===== src/rtl/sdram_init_monitor.sv =====
// Watches the SDRAM command bus from reset and checks the JEDEC power-up/init
// sequence (precharge-all, auto-refreshes, mode-register load) and its timing.
module sdram_init_monitor #(
  parameter int unsigned CLK              = 100_000_000,
  parameter int unsigned TPOWERUP         = 200,
  parameter int unsigned TRP              = 20,
  parameter int unsigned TRFC             = 70,
  parameter int unsigned TMRD             = 2,
  parameter int unsigned MIN_AUTO_REFRESH = 2
) (
  input  logic        clk,
  input  logic        rst_n,
  input  logic [3:0]  cmd,
  input  logic [1:0]  ba,
  input  logic [12:0] addr,
  output logic        init_ok,
  output logic        err,
  output logic [2:0]  err_code,
  output logic [2:0]  ref_count,
  output logic [2:0]  mr_cas,
  output logic [2:0]  mr_bl,
  output logic        mr_bt,
  output logic        mr_wb
);

  localparam int unsigned NS_PER_CLK   = (CLK > 1_000_000_000) ? 1 : (1_000_000_000 / CLK);
  localparam int unsigned CLK_POWER_UP = TPOWERUP / NS_PER_CLK;
  localparam int unsigned CLK_TRP      = TRP / NS_PER_CLK;
  localparam int unsigned CLK_TRFC     = TRFC / NS_PER_CLK;
  localparam int unsigned MAX_A        = (CLK_POWER_UP > CLK_TRP) ? CLK_POWER_UP : CLK_TRP;
  localparam int unsigned MAX_B        = (CLK_TRFC > TMRD) ? CLK_TRFC : TMRD;
  localparam int unsigned MAX_CNT      = (MAX_A > MAX_B) ? MAX_A : MAX_B;
  localparam int unsigned CNT_REQ      = $clog2(MAX_CNT + 2);
  localparam int unsigned CNT_W        = (CNT_REQ > 8) ? CNT_REQ : 8;

  localparam logic [2:0] E_TIMING   = 3'd1;
  localparam logic [2:0] E_ORDER    = 3'd2;
  localparam logic [2:0] E_PRE_ONE  = 3'd3;
  localparam logic [2:0] E_FEW_REF  = 3'd4;
  localparam logic [2:0] E_REF_OVF  = 3'd5;
  localparam logic [2:0] E_MR_FIELD = 3'd6;

  typedef enum logic [3:0] {
    PWRUP, WAIT_PRE, TRP_WAIT, WAIT_REF, TRFC_WAIT,
    WAIT_REF_OR_MR, TMRD_WAIT, READY, ERROR
  } state_t;

  state_t             state_q, state_d;
  logic [CNT_W-1:0]   cnt_q, cnt_d, cnt_inc;
  logic               init_ok_q, init_ok_d;
  logic               err_q, err_d;
  logic [2:0]         err_code_q, err_code_d;
  logic [2:0]         ref_count_q, ref_count_d;
  logic [2:0]         mr_cas_q, mr_cas_d;
  logic [2:0]         mr_bl_q, mr_bl_d;
  logic               mr_bt_q, mr_bt_d;
  logic               mr_wb_q, mr_wb_d;

  logic               is_idle, is_pre, is_ref, is_lmr;
  logic               viol;
  logic [2:0]         viol_code;
  logic               wait_busy, mr_allowed, mr_fields_ok;

  // Command decode; INHIBIT (CS_n high) and NOP are both idle.
  always_comb begin
    is_idle = cmd[3] || (cmd == 4'b0111);
    is_pre  = (cmd == 4'b0010);
    is_ref  = (cmd == 4'b0001);
    is_lmr  = (cmd == 4'b0000);
  end

  always_comb begin
    cnt_inc      = (cnt_q == {CNT_W{1'b1}}) ? cnt_q : cnt_q + CNT_W'(1);
    wait_busy    = ((state_q == TRP_WAIT)  && (cnt_q < CNT_W'(CLK_TRP))) ||
                   ((state_q == TRFC_WAIT) && (cnt_q < CNT_W'(CLK_TRFC)));
    mr_allowed   = (state_q == TRFC_WAIT) || (state_q == WAIT_REF_OR_MR);
    mr_fields_ok = (ba == 2'b00) && (addr[12:10] == 3'b000) && (addr[8:7] == 2'b00) &&
                   ((addr[6:4] == 3'b001) || (addr[6:4] == 3'b010) || (addr[6:4] == 3'b011));
  end

  // Next-state and registered-output computation.
  always_comb begin
    state_d     = state_q;
    cnt_d       = cnt_inc;
    init_ok_d   = init_ok_q;
    err_d       = err_q;
    err_code_d  = err_code_q;
    ref_count_d = ref_count_q;
    mr_cas_d    = mr_cas_q;
    mr_bl_d     = mr_bl_q;
    mr_bt_d     = mr_bt_q;
    mr_wb_d     = mr_wb_q;
    viol        = 1'b0;
    viol_code   = 3'd0;

    case (state_q)
      PWRUP: begin
        if (!is_idle) begin
          viol      = 1'b1;
          viol_code = E_TIMING;
        end else if (cnt_inc >= CNT_W'(CLK_POWER_UP)) begin
          state_d = WAIT_PRE;
        end
      end
      WAIT_PRE: begin
        if (is_pre && addr[10]) begin
          state_d = TRP_WAIT;
          cnt_d   = CNT_W'(1);
        end else if (is_pre) begin
          viol      = 1'b1;
          viol_code = E_PRE_ONE;
        end else if (!is_idle) begin
          viol      = 1'b1;
          viol_code = E_ORDER;
        end
      end
      TRP_WAIT, WAIT_REF, TRFC_WAIT, WAIT_REF_OR_MR: begin
        if (!is_idle && wait_busy) begin
          viol      = 1'b1;
          viol_code = E_TIMING;
        end else if (is_ref) begin
          if (ref_count_q == 3'd7) begin
            viol      = 1'b1;
            viol_code = E_REF_OVF;
          end else begin
            ref_count_d = ref_count_q + 3'd1;
            state_d     = TRFC_WAIT;
            cnt_d       = CNT_W'(1);
          end
        end else if (is_lmr && mr_allowed) begin
          if (32'(ref_count_q) < MIN_AUTO_REFRESH) begin
            viol      = 1'b1;
            viol_code = E_FEW_REF;
          end else if (!mr_fields_ok) begin
            viol      = 1'b1;
            viol_code = E_MR_FIELD;
          end else begin
            mr_cas_d  = addr[6:4];
            mr_bl_d   = addr[2:0];
            mr_bt_d   = addr[3];
            mr_wb_d   = addr[9];
            cnt_d     = CNT_W'(1);
            state_d   = (TMRD <= 1) ? READY : TMRD_WAIT;
            init_ok_d = (TMRD <= 1);
          end
        end else if (!is_idle) begin
          viol      = 1'b1;
          viol_code = E_ORDER;
        end else if (!wait_busy) begin
          if (state_q == TRP_WAIT)  state_d = WAIT_REF;
          if (state_q == TRFC_WAIT) state_d = WAIT_REF_OR_MR;
        end
      end
      TMRD_WAIT: begin
        if (!is_idle) begin
          viol      = 1'b1;
          viol_code = E_TIMING;
        end else if (cnt_inc >= CNT_W'(TMRD)) begin
          state_d   = READY;
          init_ok_d = 1'b1;
        end
      end
      READY: ;
      ERROR: ;
      default: state_d = ERROR;
    endcase

    // First violation wins; ERROR is absorbing so later commands never reach here.
    if (viol) begin
      state_d    = ERROR;
      err_d      = 1'b1;
      err_code_d = viol_code;
      init_ok_d  = 1'b0;
    end
  end

  always_ff @(posedge clk or negedge rst_n) begin
    if (!rst_n) begin
      state_q     <= PWRUP;
      cnt_q       <= '0;
      init_ok_q   <= 1'b0;
      err_q       <= 1'b0;
      err_code_q  <= 3'd0;
      ref_count_q <= 3'd0;
      mr_cas_q    <= 3'd0;
      mr_bl_q     <= 3'd0;
      mr_bt_q     <= 1'b0;
      mr_wb_q     <= 1'b0;
    end else begin
      state_q     <= state_d;
      cnt_q       <= cnt_d;
      init_ok_q   <= init_ok_d;
      err_q       <= err_d;
      err_code_q  <= err_code_d;
      ref_count_q <= ref_count_d;
      mr_cas_q    <= mr_cas_d;
      mr_bl_q     <= mr_bl_d;
      mr_bt_q     <= mr_bt_d;
      mr_wb_q     <= mr_wb_d;
    end
  end

  assign init_ok   = init_ok_q;
  assign err       = err_q;
  assign err_code  = err_code_q;
  assign ref_count = ref_count_q;
  assign mr_cas    = mr_cas_q;
  assign mr_bl     = mr_bl_q;
  assign mr_bt     = mr_bt_q;
  assign mr_wb     = mr_wb_q;

endmodule


===== config.mk =====
export PLATFORM = sky130hd
export DESIGN_NAME = sdram_init_monitor
export DESIGN_NICKNAME = d
export VERILOG_FILES = /design/src/rtl/sdram_init_monitor.sv
export SDC_FILE = /design/constraint.sdc
export NUM_CORES = 1
export LEC_CHECK = 0
export CAP_MARGIN = 10
export CORE_AREA = 2 2 73 75
export DETAILED_ROUTE_END_ITERATION = 8
export DIE_AREA = 0 0 75 77
export PLACE_DENSITY = 0.62
export SYNTH_ARGS = -nofsm -noshare
export SYNTH_HDL_FRONTEND = slang
export SYNTH_SLANG_ARGS = --single-unit

===== constraint.sdc =====
create_clock -name clk -period 2.5 [get_ports clk]
set_input_delay 0.625 -clock clk [delete_from_list [all_inputs] [get_ports clk]]
set_output_delay 0.625 -clock clk [all_outputs]
set_load 0.005 [all_outputs]

# Word-level counts from Yosys, hierarchy flattened
# Cells that the tools add are included.
[word_totals] ff_bits=28 input_bits=21 output_inout_bits=16 word_cells=137
[op_classes] addsub=2 magnitude_cmp=5 n_eq_ne=33 n_mux=56 n_bitwise=4 reduce_logical=27
[ops] cell="$mux 4" n=16
[ops] cell="$mux 8" n=8
[ops] cell="$ne 3x3->1 const B" n=10
[ops] cell="$eq 4x3->1 const B" n=5
[ops] cell="$ne 5x5->1 const B" n=4
[ops] cell="$pmux 4 s5" n=1
[ops] cell="$mux 1" n=18
[ops] cell="$mux 3" n=6
[ops] cell="$pmux 8 s2" n=1
[ops] cell="$reduce_and 13->1" n=1
[ops] cell="$eq 4x2->1 const B" n=3
[ops] cell="$pmux 3 s3" n=1
[ops] cell="$add 8x1->8 const B" n=1
[ops] cell="$eq 4x1->1 const B" n=2
[ops] cell="$eq 8x8->1 const B" n=1
[ops] cell="$ge 8x2->1 const B" n=1
[ops] cell="$ge 8x5->1 const B" n=1
[ops] cell="$logic_and 1x1->1" n=8
[ops] cell="$logic_not 4->1" n=2
[ops] cell="$lt 8x2->1 const B" n=1
[ops] cell="$lt 8x3->1 const B" n=1
[ops] cell="$reduce_and 8->1" n=1
[ops] cell="$eq 3x2->1 const B" n=2
[ops] cell="$mux 2" n=3
[ops] cell="20 further kinds" n=29

# Depth between registers and ports, before layout
# Gate-level depths: netlist of run 1.
[logic_depth] word_depth=12 depth_mapped=8 ltp_nobuf=7

# Worst setup path after synthesis of run 1
# No wires, ideal clock.
[synth_path] path_type="input port to flip-flop" start="input port cmd[3]" end="register state_q[1]" t_arrival_ns=2.652 required_time_ns=2.420 path_slack_ns=-0.232 cell_stages=7 n_path_buf=1 cell_sequence="or4_4 or3_4 or2_1 buf_6 a2111oi_4 o311ai_1 mux2i_1"
[synth_via] elab_chain_cells=9
[synth_rtl] element="start, declared" line="13" text="input logic [3:0] cmd,"
[synth_rtl] element="$eq 4x3->1" line="66" text="is_idle = cmd[3] || (cmd == 4'b0111);"
[synth_rtl] element="$logic_or 1x1->1" line="66"
[synth_rtl] element="$mux 1"
[synth_rtl] element="$mux 1" line="130" text="end else if (is_lmr && mr_allowed) begin"
[synth_rtl] element="$mux 1" line="121" text="end else if (is_ref) begin"
[synth_rtl] element="$mux 1" line="118" text="if (!is_idle && wait_busy) begin"
[synth_rtl] element="$pmux 1 s3" line="96" text="case (state_q)"
[synth_rtl] element="$ne 6x6->1 (no source line), or another cell as far along"
[synth_rtl] element="$reduce_and 13->1 (no source line)"
[synth_rtl] element="end signal, assigned" line="190" text="state_q <= state_d;"
[synth_rtl] element="end, declared" line="48" text="state_t state_q, state_d;"
# Parallel ways exist; a longest one is shown, timed or not. The select of a mux whose other input is x is not followed.
# A chain may end at the register's enable or synchronous reset.

# Final worst setup path of run 1
[layout_path] start="input port cmd[2]" end="register state_q[1]"
# Same word-level chain as after synthesis.

==> implementation parameters, run 1 <==
Parameter                              Value

Run status
  Status ... finished clean

STA
  Worst slew margin relative to its limit ... between 60 and 70%
  Setup clock skew after layout ... 0.00619 ns
  Max-slew violation total from the final report ... 0
  Achievable frequency ... about 400 MHz
  Final hold vios ... 0
  Final setup violation count ... 0
  Final critical delay including setup and external delays ... 2.49 ns
  Worst-case setup margin in the final layout ... 0.00674 ns
  Final period util ... 99.7%
  Unrepaired setup endpoints after global routing ... yes
  Actual slew at the worst max-slew pin ... roughly 0.48 ns

Routing
  First-pass iteration count of the detailed router ... 4
  Total routed wire length on the met1 layer ... between 2 and 2.5 mm
  # DRC ... 0
  Via Count ... roughly 1,700
  Highest Signal Layer ... met4
  Wire length after detailed routing ... approximately 4.7 mm
  Routed length per instance ... 14.8 um
  Initial detailed-routing violation count ... around 110
  Via count normalized by instance count ... 5.38
  Post-detailed-route count of antenna-violating nets ... 0
  Met2 layer wire length in the routed design ... approximately 2.2 mm
  Routed wl met3 ... 365 um

Min path
  Launch instance of the worst min-delay path ... err
  HP Class ... flip-flop to flip-flop
  Number of cells on the worst hold path ... 1

Finish
  Final #Nets ... 272
  Post-route design area ... about 0.0025 sq mm
  Syn-to-layout area delta ... 47.3%
  Final antenna diode count ... 0
  Share of cells above drive strength 1 ... between 20% and 30%
  Post-route core utilization ... between 50% and 60%
  Fin cells ... 317

Setup path
  Cell-by-cell trace of the critical path ... buf_6 > or4_4 > or3_4 > or2_4 > a2111oi_4 > buf_4 > nand2_2 > mux2i_2
  Type of element launching the critical path ... input pin
  Crit. End Element ... flip-flop
  CP Max Fanout ... 4
  Crit path max-delay cell type ... sky130_fd_sc_hd__or4_4
  Crit. Startpoint ... cmd[2]
  Number of gates on the worst path with buffers counted ... 8
  Crit path largest cell delay ... ~0.53 ns
  Worst setup path category ... input pin to flip-flop
  Family with the most delay on the worst path ... simple AND/OR/NAND/NOR gates
  Crit Reg-Reg Startpoint ... state_q[1]
  Worst path required time ... 2.70 ns
  Number of buffer and inverter instances along the worst setup path ... 2
  FF-to-FF path depth ... 5
  Worst endpoint data arrival time ... 2.70 ns

Floorplanning
  Core region area ... approximately 0.005 sq mm
  Height of the chip ... 77 um
  Width of the chip ... between 70 and 80 um
  Starting density of the core ... between 30% and 40%
  Number of rows in the core area ... 26
  I/O pin count ... 37
  Overall die area ... slightly below 0.006 sq mm

Place
  Detailed Place HPWL ... between 3 and 4 mm
  Final estimated routing congestion in global placement ... between 0.9 and 1
  Worst setup slack after placement ... -0.704 ns
  Placed standard-cell area ... around 0.0024 sq mm
  Instance count after placement with tap cells included ... 311
  Port Buffers ... 36

CTS
  Clock buffers created by TritonCTS ... 3
  Sinks on the clock net ... 28
  Number of buffers between clock root and the deepest sink ... 2
  CTS Root Cell ... sky130_fd_sc_hd__clkbuf_8
  CTS clock-pin slew for the worst setup and hold paths ... roughly 0.11 ns
  Max H-tree Level ... 1
  Worst-Skew Late Latency ... between 0.2 and 0.3 ns
  CTS tree ... done

Synthesis
  Seq/Total Area, Yosys ... about two fifths
  Library cell with the highest instance count after synthesis ... sky130_fd_sc_hd__dfrtp_1
  Post-synth top area share ... about two fifths
  Synthesized net count ... ~200
  Number of storage elements in the synthesis netlist ... 28
  Post-synthesis average cell area ... 9.62 sq um
  Post-synthesis cell area ... about 0.0017 sq mm
  Number of library cell types mapped by synthesis ... 52
  Prevailing post-synth register cell ... sky130_fd_sc_hd__dfrtp_1
  Count of flip-flops with a built-in enable after synthesis ... 0
  Yosys warning count ... 0
  Proportion of synthesized flip-flops having asynchronous set or reset ... between 90% and 100%
  Cell types occupying the most area after synthesis ... sky130_fd_sc_hd__dfrtp_1, sky130_fd_sc_hd__mux2_2, sky130_fd_sc_hd__a21oi_1, sky130_fd_sc_hd__nor2_1, sky130_fd_sc_hd__nand2_1
  Yosys top cell by area ... sky130_fd_sc_hd__dfrtp_1
  Post-Syn Instances ... 178
  Commonest cells in the netlist ... sky130_fd_sc_hd__dfrtp_1, sky130_fd_sc_hd__nor2_1, sky130_fd_sc_hd__a21oi_1, sky130_fd_sc_hd__nand2_1, sky130_fd_sc_hd__mux2_2

Power and ir drop
  Power consumption ... between 1000 and 1500 uW
  Share of power burned in combinational logic ... ~28%
  Peak supply drop ... 0.196 mV
  Pwr Density ... approximately 550 mW/mm^2
  Switching component of the power ... 450 uW
  Static leakage power ... ~0.0011 uW
  Fraction of power spent switching nets ... 32.4%
  Clk pwr share ... approximately a quarter
  Flop pwr share ... 45.3%
  Design internal power ... ~940 uW

Global routing
  Vias in the first global route ... approximately 1,700
  Maximum number of pins on one net before global-route repair ... 29
  Antenna violations before repair ... 0
  Congestion Overflow GR ... 0
  Global Route Usage Sum ... roughly 18%
  First-pass GRT wire length ... ~8.3 mm

Job
  Number of maximum-capacitance constraint violations ... 0
registers in the layout, summed over array words and instances (netlist names):
register and count:
init_ok 1, err_code 3, ref_count 3, mr_cas 3, err 1, state_q 4, mr_bt 1, cnt_q 8
mr_wb 1, mr_bl 3
routing by layer:
metal  global-route usage [%]  vias up
li1                         -      822
met1                     26.4      809
met2                     27.3       70
met3                     4.07        6
met4                     4.46        0
met5                        0        -
power by group through the flow:
stage	clock network [uW]	registers, uW	logic, uW
2_1_floorplan	0	608	242
3_3_place_gp	0	633	376
3_5_place_dp	0	637	383
4_1_cts	376	628	385
5_1_grt	396	644	452
6_report	369	629	390
worst register-to-register path, delay by kind of cell (launching register included):
family           cells  cell delay (ns)
AND/OR/NAND/NOR      2             0.60
flip-flops           1             0.57
AO/OA/AOI/OAI        2             0.56
XOR/XNOR             1             0.46
area by class of cell:
cell class | count | area [sq um]
fillers | 476 | 2450
multi-input cells | 140 | 1020
flip-flops and latches | 28 | 701
repair buffers | 71 | 626
well taps | 70 | 87.6
clock buffers | 3 | 41.3
clock inverters | 1 | 30.0
inverters | 4 | 15.0
kinds of logic after synthesis:
kind of cell | count (synthesis) | share of synthesized area, %
AO/OA/AOI/OAI | 49 | 20.5
multiplexers | 13 | 8.25
AND/OR/NAND/NOR | 72 | 24.0
XOR/XNOR | 3 | 1.53
adder cells (fa/ha/maj) | 3 | 2.19
flip-flops | 28 | 40.9
buffers and inverters | 10 | 2.63
final timing paths:
check	slack (ns)	to
setup / recovery	0.007	state_q[1]
hold reg to reg	0.49	err
max in group asynchronous	1.50	mr_bl[0]
hold / removal	0.49	err
min in group asynchronous	0.72	state_q[2]
setup reg to reg	0.20	err_code[0]
timing repair:
action	CTS	global route
pin swaps	4	7
setup buffers	0	2
setup endpoints to repair	24	22
hold buffers	0	0
gates resized for setup	19	10
cells in the final DEF (no fill, tap or decap), drive strengths merged, types with 3 or more instances in the layout:
master / n
inv: 4
a21oi: 12
nor3: 5
mux2: 9
nor4b: 3
nor4: 3
or2: 3
mux2i: 4
clkdlybuf4s50: 30
a31oi: 5
o211ai: 3
a211oi: 5
o21ai: 7
nor2: 14
ha: 3
buf: 38
nand2: 12
or3: 6
nor2b: 4
nand2b: 4
nand3: 7
clkbuf: 3
dfrtp: 28
stage by stage:
| step | setup TNS, ns | hold WS [ns] |
|---|---|---|
| 2_1_floorplan | -2.27 | 0.329 |
| 3_3_place_gp | -14.10 | 0.474 |
| 3_5_place_dp | -15.12 | 0.458 |
| 4_1_cts | -0.0755 | 0.496 |
| 5_1_grt | -0.0884 | 0.537 |
| 6_report | 0 | 0.492 |
Note: power is estimated with default switching activity, not from simulation.
==> inputs of run 2 (changes only) <==
--- a/config.mk
+++ b/config.mk
@@ -7,9 +7,11 @@
 export LEC_CHECK = 0
 export CAP_MARGIN = 10
 export CORE_AREA = 2 2 73 75
+export CTS_CLUSTER_SIZE = 40
 export DETAILED_ROUTE_END_ITERATION = 8
 export DIE_AREA = 0 0 75 77
-export PLACE_DENSITY = 0.62
+export PLACE_DENSITY = 0.58
+export SLEW_MARGIN = 20
 export SYNTH_ARGS = -nofsm -noshare
 export SYNTH_HDL_FRONTEND = slang
 export SYNTH_SLANG_ARGS = --single-unit
==> run 2 against run 1 <==
  * Cell area grew 0.50%
  * Clock power hardly changed
  * Clock skew barely moved
  * Clock-buffer cell count did not move
  * Maximum frequency increased by 2.4%
  * Flip-flop and latch count stayed put
  * Sequential power about the same
  * Combinational power down 4%
  * Sequential share of layout area fell by 0.14 points
  * Worst setup slack improved by 0.059 ns
  * Critical path type unchanged
  * Non-clock buffer count stayed put
==> implementation parameters, run 2 (synthesis results as in run 1) <==
Parameter                              Value

Run status
  Status ... finished clean (unchanged)

Job
  Number of maximum-capacitance constraint violations ... 0 (unchanged)

CTS
  Sinks on the clock net ... 28 (unchanged)
  Max H-tree Level ... 1 (unchanged)
  CTS tree ... done (unchanged)
  CTS Root Cell ... sky130_fd_sc_hd__clkbuf_8 (unchanged)
  Worst-Skew Late Latency ... 0.28 ns (about the same)
  Clock buffers created by TritonCTS ... 3 (unchanged)
  Number of buffers between clock root and the deepest sink ... 2 (unchanged)
  CTS clock-pin slew for the worst setup and hold paths ... 0.11 ns (about the same)

Global routing
  First-pass GRT wire length ... 7.68 mm (was 8.33 mm)
  Congestion Overflow GR ... 0 (unchanged)
  Antenna violations before repair ... 0 (unchanged)
  Maximum number of pins on one net before global-route repair ... 29 (unchanged)
  Global Route Usage Sum ... 16.9% (was 18.2%)
  Vias in the first global route ... 1,647 (was 1,745)

Routing
  Wire length after detailed routing ... 4.63 mm (was 4.71 mm)
  Routed length per instance ... 14.6 um (was 14.8 um)
  Via Count ... 1,669 (was 1,707)
  # DRC ... 0 (unchanged)
  Via count normalized by instance count ... 5.26 (was 5.38)
  First-pass iteration count of the detailed router ... 4 (unchanged)
  Post-detailed-route count of antenna-violating nets ... 0 (unchanged)
  Initial detailed-routing violation count ... 99 (was 114)

Setup path
  Crit path largest cell delay ... 0.52 ns (was 0.53 ns)
  Number of buffer and inverter instances along the worst setup path ... 2 (unchanged)
  Worst endpoint data arrival time ... 2.65 ns (was 2.70 ns)
  Worst path required time ... 2.72 ns (was 2.70 ns)
  CP Max Fanout ... 5 (was 4)
  Number of gates on the worst path with buffers counted ... 8 (unchanged)
  CP most frequent cell ... sky130_fd_sc_hd__buf_6
  FF-to-FF path depth ... 6 (was 5)
  Cell-by-cell trace of the critical path ... buf_6 > or4_4 > or3_4 > or2_4 > a2111oi_4 > buf_6 > o311ai_4 > mux2i_1 (was buf_6 > or4_4 > or3_4 > or2_4 > a2111oi_4 > buf_4 > nand2_2 > mux2i_2)
  Crit path max-delay cell type ... sky130_fd_sc_hd__or4_4 (unchanged)
  Type of element launching the critical path ... input pin (unchanged)
  Family with the most delay on the worst path ... simple AND/OR/NAND/NOR gates (unchanged)
  Worst setup path category ... input pin to flip-flop (unchanged)
  Crit. End Element ... flip-flop (unchanged)

Finish
  Post-route core utilization ... 50.9% (was 50.7%)
  Largest register by flop count ... cnt_q (unchanged)
  Largest registers ... cnt_q (8), state_q (4) (unchanged)
  Leading cell types in the layout, fill and taps excluded ... sky130_fd_sc_hd__buf_4, sky130_fd_sc_hd__clkdlybuf4s50_1, sky130_fd_sc_hd__dfrtp_1 (unchanged)
  Commonest non-fill, non-tap cell in the layout ... sky130_fd_sc_hd__buf_4 (unchanged)
  Final antenna diode count ... 0 (unchanged)
  Max FFs per register ... 8 (unchanged)
  Share of cells above drive strength 1 ... 27.1% (was 27.9%)
  Syn-to-layout area delta ... 48.0% (was 47.3%)
  Final #Nets ... 272 (unchanged)

Floorplanning
  Number of rows in the core area ... 26 (unchanged)
  Starting density of the core ... 34.4% (unchanged)
  Height of the chip ... 77 um (unchanged)
  Width of the chip ... 75 um (unchanged)
  Core region area ... 0.00498 sq mm (unchanged)
  I/O pin count ... 37 (unchanged)
  Overall die area ... 0.00578 sq mm (unchanged)

Place
  Worst setup slack after placement ... -0.598 ns (was -0.704 ns)
  Final estimated routing congestion in global placement ... 0.875 (was 0.972)
  Port Buffers ... 36 (unchanged)
  Detailed Place HPWL ... 3.39 mm (was 3.49 mm)

Power and ir drop
  Pwr Density ... 543 mW/mm^2 (was 550 mW/mm^2)
  Static leakage power ... 0.00106 uW (about the same)
  Peak supply drop ... 0.270 mV (was 0.196 mV)

STA
  Worst-case setup margin in the final layout ... 0.0653 ns (was 0.00674 ns)
  Setup clock skew after layout ... 0.00570 ns (was 0.00619 ns)
  Final hold vios ... 0 (unchanged)
  Final setup violation count ... 0 (unchanged)
  Achievable frequency ... 411 MHz (was 401 MHz)
  Final critical delay including setup and external delays ... 2.43 ns (was 2.49 ns)
  Max-slew violation total from the final report ... 0 (unchanged)
  Final period util ... 97.4% (was 99.7%)
  Actual slew at the worst max-slew pin ... 0.417 ns (was 0.482 ns)
  Worst slew margin relative to its limit ... 72.0% (was 67.8%)
  Unrepaired setup endpoints after global routing ... yes (unchanged)

Min path
  Number of cells on the worst hold path ... 1 (unchanged)
  HP Class ... flip-flop to flip-flop (unchanged)
run 2: path summary, 6_finish.rpt:
path,start,endpoint,slack [ns]
setup / recovery,cmd[1],state_q[1],0.07
hold / removal,err,err,0.50
setup reg to reg,cnt_q[7],ref_count[1],0.27
hold reg to reg,err,err,0.50
max in group asynchronous,rst_n,mr_cas[1],1.51
min in group asynchronous,rst_n,state_q[3],0.72
run 2: metrics by stage:
stage	cells	power (uW)	hold WS [ns]	instance area (sq um)	TNS, ns
5_1_grt	317	1470	0.530	2530	-0.0251
6_report	317	1380	0.499	2530	0
3_5_place_dp	309	1000	0.467	2360	-13.45
4_1_cts	315	1380	0.504	2470	-0.00191
2_1_floorplan	178	850	0.329	1710	-2.27
3_3_place_gp	309	998	0.487	2360	-12.61
run 2: report_power, final:
part           switching (uW)  internal (uW)  total (uW)
sequential                108            523         630
combinational             185            189         374
clock                     157            215         372
total                     449            927        1380
run 2: repair_timing:
item	CTS	global route
hold buffers	0	0
buffers inserted	1	2
gates resized for setup	23	8
cloned	1	0
setup endpoints to repair	23	8
pin swaps	4	6
hold endpoints to repair	0	0
run 2: layout make-up:
type                    instances  area, sq um
clock buffers                   3         41.3
repair buffers                 71          637
clock inverters                 1         30.0
inverters                       4         15.0
fillers                       461         2440
multi-input cells             140         1020
flip-flops and latches         28          701
well taps                      70         87.6
run 2: per-layer routing:
metal | wire length [um] | track usage [%] | up-vias
li1 | - | - | 821
met2 | 2170 | 25.4 | 46
met3 | 247 | 3.42 | 7
met4 | 56 | 4.29 | 0
met5 | 0 | 0 | -
met1 | 2160 | 24.4 | 795
==> inputs of run 3 (changes only) <==
--- a/config.mk
+++ b/config.mk
@@ -5,13 +5,11 @@
 export SDC_FILE = /design/constraint.sdc
 export NUM_CORES = 1
 export LEC_CHECK = 0
-export CAP_MARGIN = 10
 export CORE_AREA = 2 2 73 75
-export CTS_CLUSTER_SIZE = 40
+export CTS_CLUSTER_SIZE = 16
 export DETAILED_ROUTE_END_ITERATION = 8
 export DIE_AREA = 0 0 75 77
 export PLACE_DENSITY = 0.58
-export SLEW_MARGIN = 20
 export SYNTH_ARGS = -nofsm -noshare
 export SYNTH_HDL_FRONTEND = slang
 export SYNTH_SLANG_ARGS = --single-unit
==> results of run 3 <==
Final layout, timing and power as in run 2 (identical DEF).
==> edit 1, RTL diff (flow settings as in run 2) <==
`TRP`: 20 -> 40.
--- a/src/rtl/sdram_init_monitor.sv
+++ b/src/rtl/sdram_init_monitor.sv
@@ -3,7 +3,7 @@
 module sdram_init_monitor #(
   parameter int unsigned CLK              = 100_000_000,
   parameter int unsigned TPOWERUP         = 200,
-  parameter int unsigned TRP              = 20,
+  parameter int unsigned TRP              = 40,
   parameter int unsigned TRFC             = 70,
   parameter int unsigned TMRD             = 2,
   parameter int unsigned MIN_AUTO_REFRESH = 2
Formal check against the unedited RTL: no difference found for any inputs over 10 cycles, from zero or initial values and one cycle with rst_n low; that may be too few to reach the edited logic, so the function may still have changed.
==> edit 1 against run 2 <==
  * The run now ends with negative setup slack left
  * Final area fell by 1.8%
  * Area after synthesis rose by 7.5%
  * Worst setup slack worse by 0.083 ns
  * Sequential cell count is the same
  * Power up 23%
  * Clock power about the same
  * Critical path depth down 1
  * Routed wire length is 7.1% lower
  * Critical path type unchanged
  * Largest cell class unchanged
  * Largest power group unchanged
  * Highest routed layer unchanged
==> edit 1: results (changes against run 2) <==
Clk Latency, worst-skew pair=just under 0.3 ns; placed insts=302 (-2.3%); pin count of the biggest net entering global routing=29 (unchanged); Total Negative Setup Slacks=-0.0177 ns (-0.0177 ns); DP HPWL=3210 um (-5.1%); RD Place Congestion=0.834 (-4.7%); Fillers=479 (+3.9%); min-delay src=err; DRT Wirelength=4300 um (-7.1%); CP Max Fanout=5 (unchanged); CTS buffer count=3 (unchanged); worst setup margin=-0.0177 ns (-0.0831 ns); Total Routing Usage GR=0.162 (-0.00712); status=finished with violations; post-synthesis mux area share=0.0965 (+0.0140); Max-Cap Viols=0 (unchanged); largest registers=cnt_q: 8 flops, state_q: 4 flops; share of flip-flops with an asynchronous set or reset=1.00 (unchanged); cells on worst reg2reg path=6 (unchanged); post-synthesis xor/xnor area fraction=0.0143 (-0.00106); ant diodes=0 (unchanged); max FFs per register=8 (unchanged); r2r setup slk=0.26 ns; # port buffers=36 (unchanged); Hold Path Stages=1 (unchanged); gr ovfl total=0 (unchanged); clock tree buffer depth=2 (unchanged); largest cells by area after synthesis=dfrtp_1, mux2_4, nor2_1, nand2_1, a21oi_1; hold path endpoint=err; failing checks=negative setup slack; TritonRoute pass-1 iters=5 (+1); compound-cell area share of the yosys netlist=0.173 (-0.0326); RR Endpoint=err_code[0]; HP Class=reg2reg; Clock Tree Root=clkbuf_8; worst r2r src=state_q[1]; layout net count=262 (-3.7%); Static Leak=1.09 nW (+2.6%); vias in the first global route=1514 (-8.1%); Yosys warning total=0 (unchanged); peak supply drop=0.000365 V (+35%); antenna violations before repair=0 (unchanged); first-pass GRT wire length=7290 um (-5.1%); DRT iter0 DRCs=104 (+5.1%); layout cell share with drive strength beyond 1=0.236 (-0.0350); Synth Area in Adders=0.0204 (-0.00152); Mapped Cells=182 (+2.2%); final setup skew=0.00346 ns (-0.00225 ns); EDFF count, synth=0 (unchanged); synth cell count leaders=dfrtp_1, nor2_1, nand2_1; clock transition at the registers of the reported paths=roughly 0.1 ns; register area share after synthesis=0.381 (-0.0284); unique cell type count in the Yosys netlist=60 (+15%); worst slew pin tran=0.489 ns (+0.0721 ns); WL per Instance=14.0 um (-4.1%); Mapped Nets=206 (+2.0%); # setup viols final=1 (+1); vias per cell=5.04 (-4.2%); H-tree levels=1 (unchanged)
-- edit 1: cell types whose count changed in the layout (fill, tap and decap cells not counted), moves of 4 or more --
| cell | run 2 | this run |
|---|---|---|
| a211oi_1 | 5 | 0 |
| buf_4 | 32 | 24 |
| buf_6 | 5 | 0 |
| mux2_2 | 9 | 2 |
| mux2_4 | 0 | 7 |
| nand2_1 | 11 | 15 |
| nor2_1 | 13 | 17 |
| nor2b_1 | 4 | 0 |
| or2b_1 | 0 | 4 |
-- edit 1: layout make-up --
class	count	area (um2)	share of cell area
Inverter	3	11.3	0.00452
Multi-Input combinational cell	142	1080	0.435
Clock buffer	3	41.3	0.0166
Timing Repair Buffer	60	537	0.216
Sequential cell	28	701	0.281
Tap cell	70	87.6	0.0352
Clock inverter	1	30.0	0.0121
-- edit 1: logic make-up after synthesis --
logic type / Yosys count
AO/OA/AOI/OAI: 44
flip-flops: 28
multiplexers: 14
buffers and inverters: 12
XOR/XNOR: 3
AND/OR/NAND/NOR: 78
adder cells (fa/ha/maj): 3
-- edit 1: power by group --
group,internal [W],switching (W)
Clock,0.000215,0.000157
Sequential,0.000557,0.000128
Combinational,0.000330,0.000303
Total,0.00110,0.000588
-- edit 1: stage by stage --
stage	cell area, um2	power [W]	hold WS, ns	setup WS, ns	util
floorplan	1840	0.00111	0.329	0.193	-
global placement	2400	0.00133	0.460	-0.306	0.481
detailed placement	2400	0.00133	0.449	-0.371	0.481
CTS	2470	0.00170	0.479	0.00541	0.497
global route	2490	0.00182	0.488	-0.0791	0.500
finish	2490	0.00169	0.469	-0.0177	0.500
-- edit 1: worst max-delay path, cell delays in order --
cell and delay [ns]:
clkdlybuf4s50_1 0.51, a31o_2 0.29, or4b_1 0.50, a21oi_1 0.27, nor4_4 0.07, buf_4 0.14, a211o_1 0.28
-- edit 1: worst max path at each step --
| stage | startpoint | end | slack (ns) |
|---|---|---|---|
| 4_1_cts | cmd[1] | err | 0.005 |
| 5_1_grt | cmd[0] | err_code[0] | -0.08 |
| 2_1_floorplan | ba[0] | mr_bl[0] | 0.19 |
| 3_5_place_dp | ba[0] | mr_wb | -0.37 |
| 6_report | cmd[0] | err_code[0] | -0.02 |
| 3_3_place_gp | ba[0] | mr_wb | -0.31 |
-- edit 1: what timing repair did --
action                                  in CTS  in global routing
hold buffers                                 0                  0
pin swaps                                    4                  2
buffers inserted                             1                  0
gates resized for setup                      4                  2
endpoints found under the setup margin       9                 15
-- edit 1: per-layer routing --
metal	up-vias	GRT usage	wire [um]
met3	5	0.0342	204
met1	720	0.246	2160
met4	0	0.0464	51
li1	781	-	-
met5	-	0	0
met2	42	0.227	1890
==> edit 2, RTL diff (flow settings as in run 2) <==
Without the edit above. Add an input register stage for `ba`, without a reset; this delays it by one clock. The other inputs are not delayed to match.
--- a/src/rtl/sdram_init_monitor.sv
+++ b/src/rtl/sdram_init_monitor.sv
@@ -45,6 +45,12 @@
     WAIT_REF_OR_MR, TMRD_WAIT, READY, ERROR
   } state_t;
 
+  logic [1:0] ba_q;
+
+  always_ff @(posedge clk) begin
+    ba_q <= ba;
+  end
+
   state_t             state_q, state_d;
   logic [CNT_W-1:0]   cnt_q, cnt_d, cnt_inc;
   logic               init_ok_q, init_ok_d;
@@ -74,7 +80,7 @@
     wait_busy    = ((state_q == TRP_WAIT)  && (cnt_q < CNT_W'(CLK_TRP))) ||
                    ((state_q == TRFC_WAIT) && (cnt_q < CNT_W'(CLK_TRFC)));
     mr_allowed   = (state_q == TRFC_WAIT) || (state_q == WAIT_REF_OR_MR);
-    mr_fields_ok = (ba == 2'b00) && (addr[12:10] == 3'b000) && (addr[8:7] == 2'b00) &&
+    mr_fields_ok = (ba_q == 2'b00) && (addr[12:10] == 3'b000) && (addr[8:7] == 2'b00) &&
                    ((addr[6:4] == 3'b001) || (addr[6:4] == 3'b010) || (addr[6:4] == 3'b011));
   end
 
Formal check against the unedited RTL: no difference found for any inputs over 10 cycles, from zero or initial values and one cycle with rst_n low; that may be too few to reach the edited logic, so the function may still have changed.
==> edit 2 against run 2 <==
  * Global-route usage is 0.30 points higher
  * Maximum frequency is 0.32% higher
  * Synthesized cell count is 12% higher
  * Hold slack worse by 0.023 ns
  * Final area is 2.4% higher
  * Register-to-register slack worse by 0.07 ns
  * Area after synthesis is 4.8% higher
  * Count of clock-buffer cells in the layout is 2 higher
  * Worst setup slack better by 0.0077 ns
  * Sequential cell count is 2 higher
  * Routed wire length is 1.1% lower
Power is not compared: it rests on default switching activity, and its combinational part moved more than twofold at a synthesized area within 25%.
==> edit 2: results (changes against run 2) <==
H-tree levels=2 (+1); delay-heaviest family, CP=compound AO/OA/AOI/OAI gates; Metal-1 WL=2210 um (+2.5%); CTS buffer count=5 (+2); GR Util met2=0.261 (+0.00614); status=finished, final reports clean; Hold Path Stages=2 (+1); first-pass GRT wire length=7790 um (+1.4%); crit path launch=cmd[3]; worst hold margin=0.475 ns (-0.0234 ns); RD Place Congestion=0.851 (-2.8%); CP peak stage delay=0.49 ns (-0.03 ns); hold path endpoint=mr_bl[1]; layout net count=292 (+7.4%); vias in the first global route=1694 (+2.9%); ant diodes=0 (unchanged); worst setup margin=0.0730 ns (+0.00770 ns); crit path DAT=2.60 ns (-0.05 ns); slowest CP cell=or4b_4; Non-Filler Instances=339 (+6.9%); Slew headroom=0.583 (-0.137); clock transition at the registers of the reported paths=0.07 ns (-0.04 ns); Static Leak=~1.1 nW; Total Routing Usage GR=0.172 (+0.00300); Setup WS pre-CTS=-0.569 ns (+0.0293 ns); routed wl met2=2120 um (-2.1%); r2r setup slk=0.20 ns (-0.07 ns); synth cell count leaders=nand2_1, dfrtp_1, nor2_1; placed insts=330 (+6.8%); Mapped Nets=223 (+10%); via count=1733 (+3.8%); worst r2r src=ba_q[1]; post_cts resized=12 (-48%); average instance area after synthesis=9.02 um2 (-6.2%); DRT iter0 DRCs=106 (+7.1%); placement-stage cell area=0.00247 mm2 (+4.6%); largest cells by area after synthesis=dfrtp_1, nand2_1, nor2_1, dfxtp_1, and3_1; WL per Instance=13.5 um (-7.5%); final setup skew=0.00744 ns (+0.00174 ns); met3 WL=196 um (-21%); DP HPWL=3390 um (+0.17%); share of flip-flops with an asynchronous set or reset=0.933 (-0.0667); register area share after synthesis=0.413 (+0.00349); met3 GRT Util=0.0473 (+0.0131); CP Max Fanout=4 (-1); sequential share of power=0.469; RR Endpoint=state_q[0]; layout cell share with drive strength beyond 1=0.238 (-0.0333); min-delay src=mr_bl[1]; GR Util met1=0.239 (-0.00536)
==> edit 2: changes by cell type in the layout (fill, tap and decap cells not counted), moves of 3 or more <==
cell / change
nor2_1: +5
nand4_1: +4
clkbuf_2: +4
and3_1: +4
buf_6: -5
a21oi_1: -6
o211ai_1: -3
mux2_2: -7
clkdlybuf4s50_1: -4
or3_1: -4
nand2_1: +22
dlygate4sd2_1: +4
==> edit 2: cell families (layout without fill, tap and decap cells) <==
family	Yosys count	in the layout	synth area share
mux	5	5	0.0293
fa+ha+maj	3	3	0.0209
buf+inv	13	83	0.0279
compound gates	43	43	0.187
simple gates	99	99	0.293
flops	30	30	0.413
xor+xnor	6	6	0.0293
==> edit 2: final cells by class <==
type | count | area [um2]
sequential | 30 | 741
fill | 488 | 2380
multi-input combinational | 156 | 1030
timing repair buffer | 70 | 606
inverter | 5 | 18.8
clock buffer | 5 | 68.8
clock inverter | 3 | 40.0
tap | 70 | 87.6
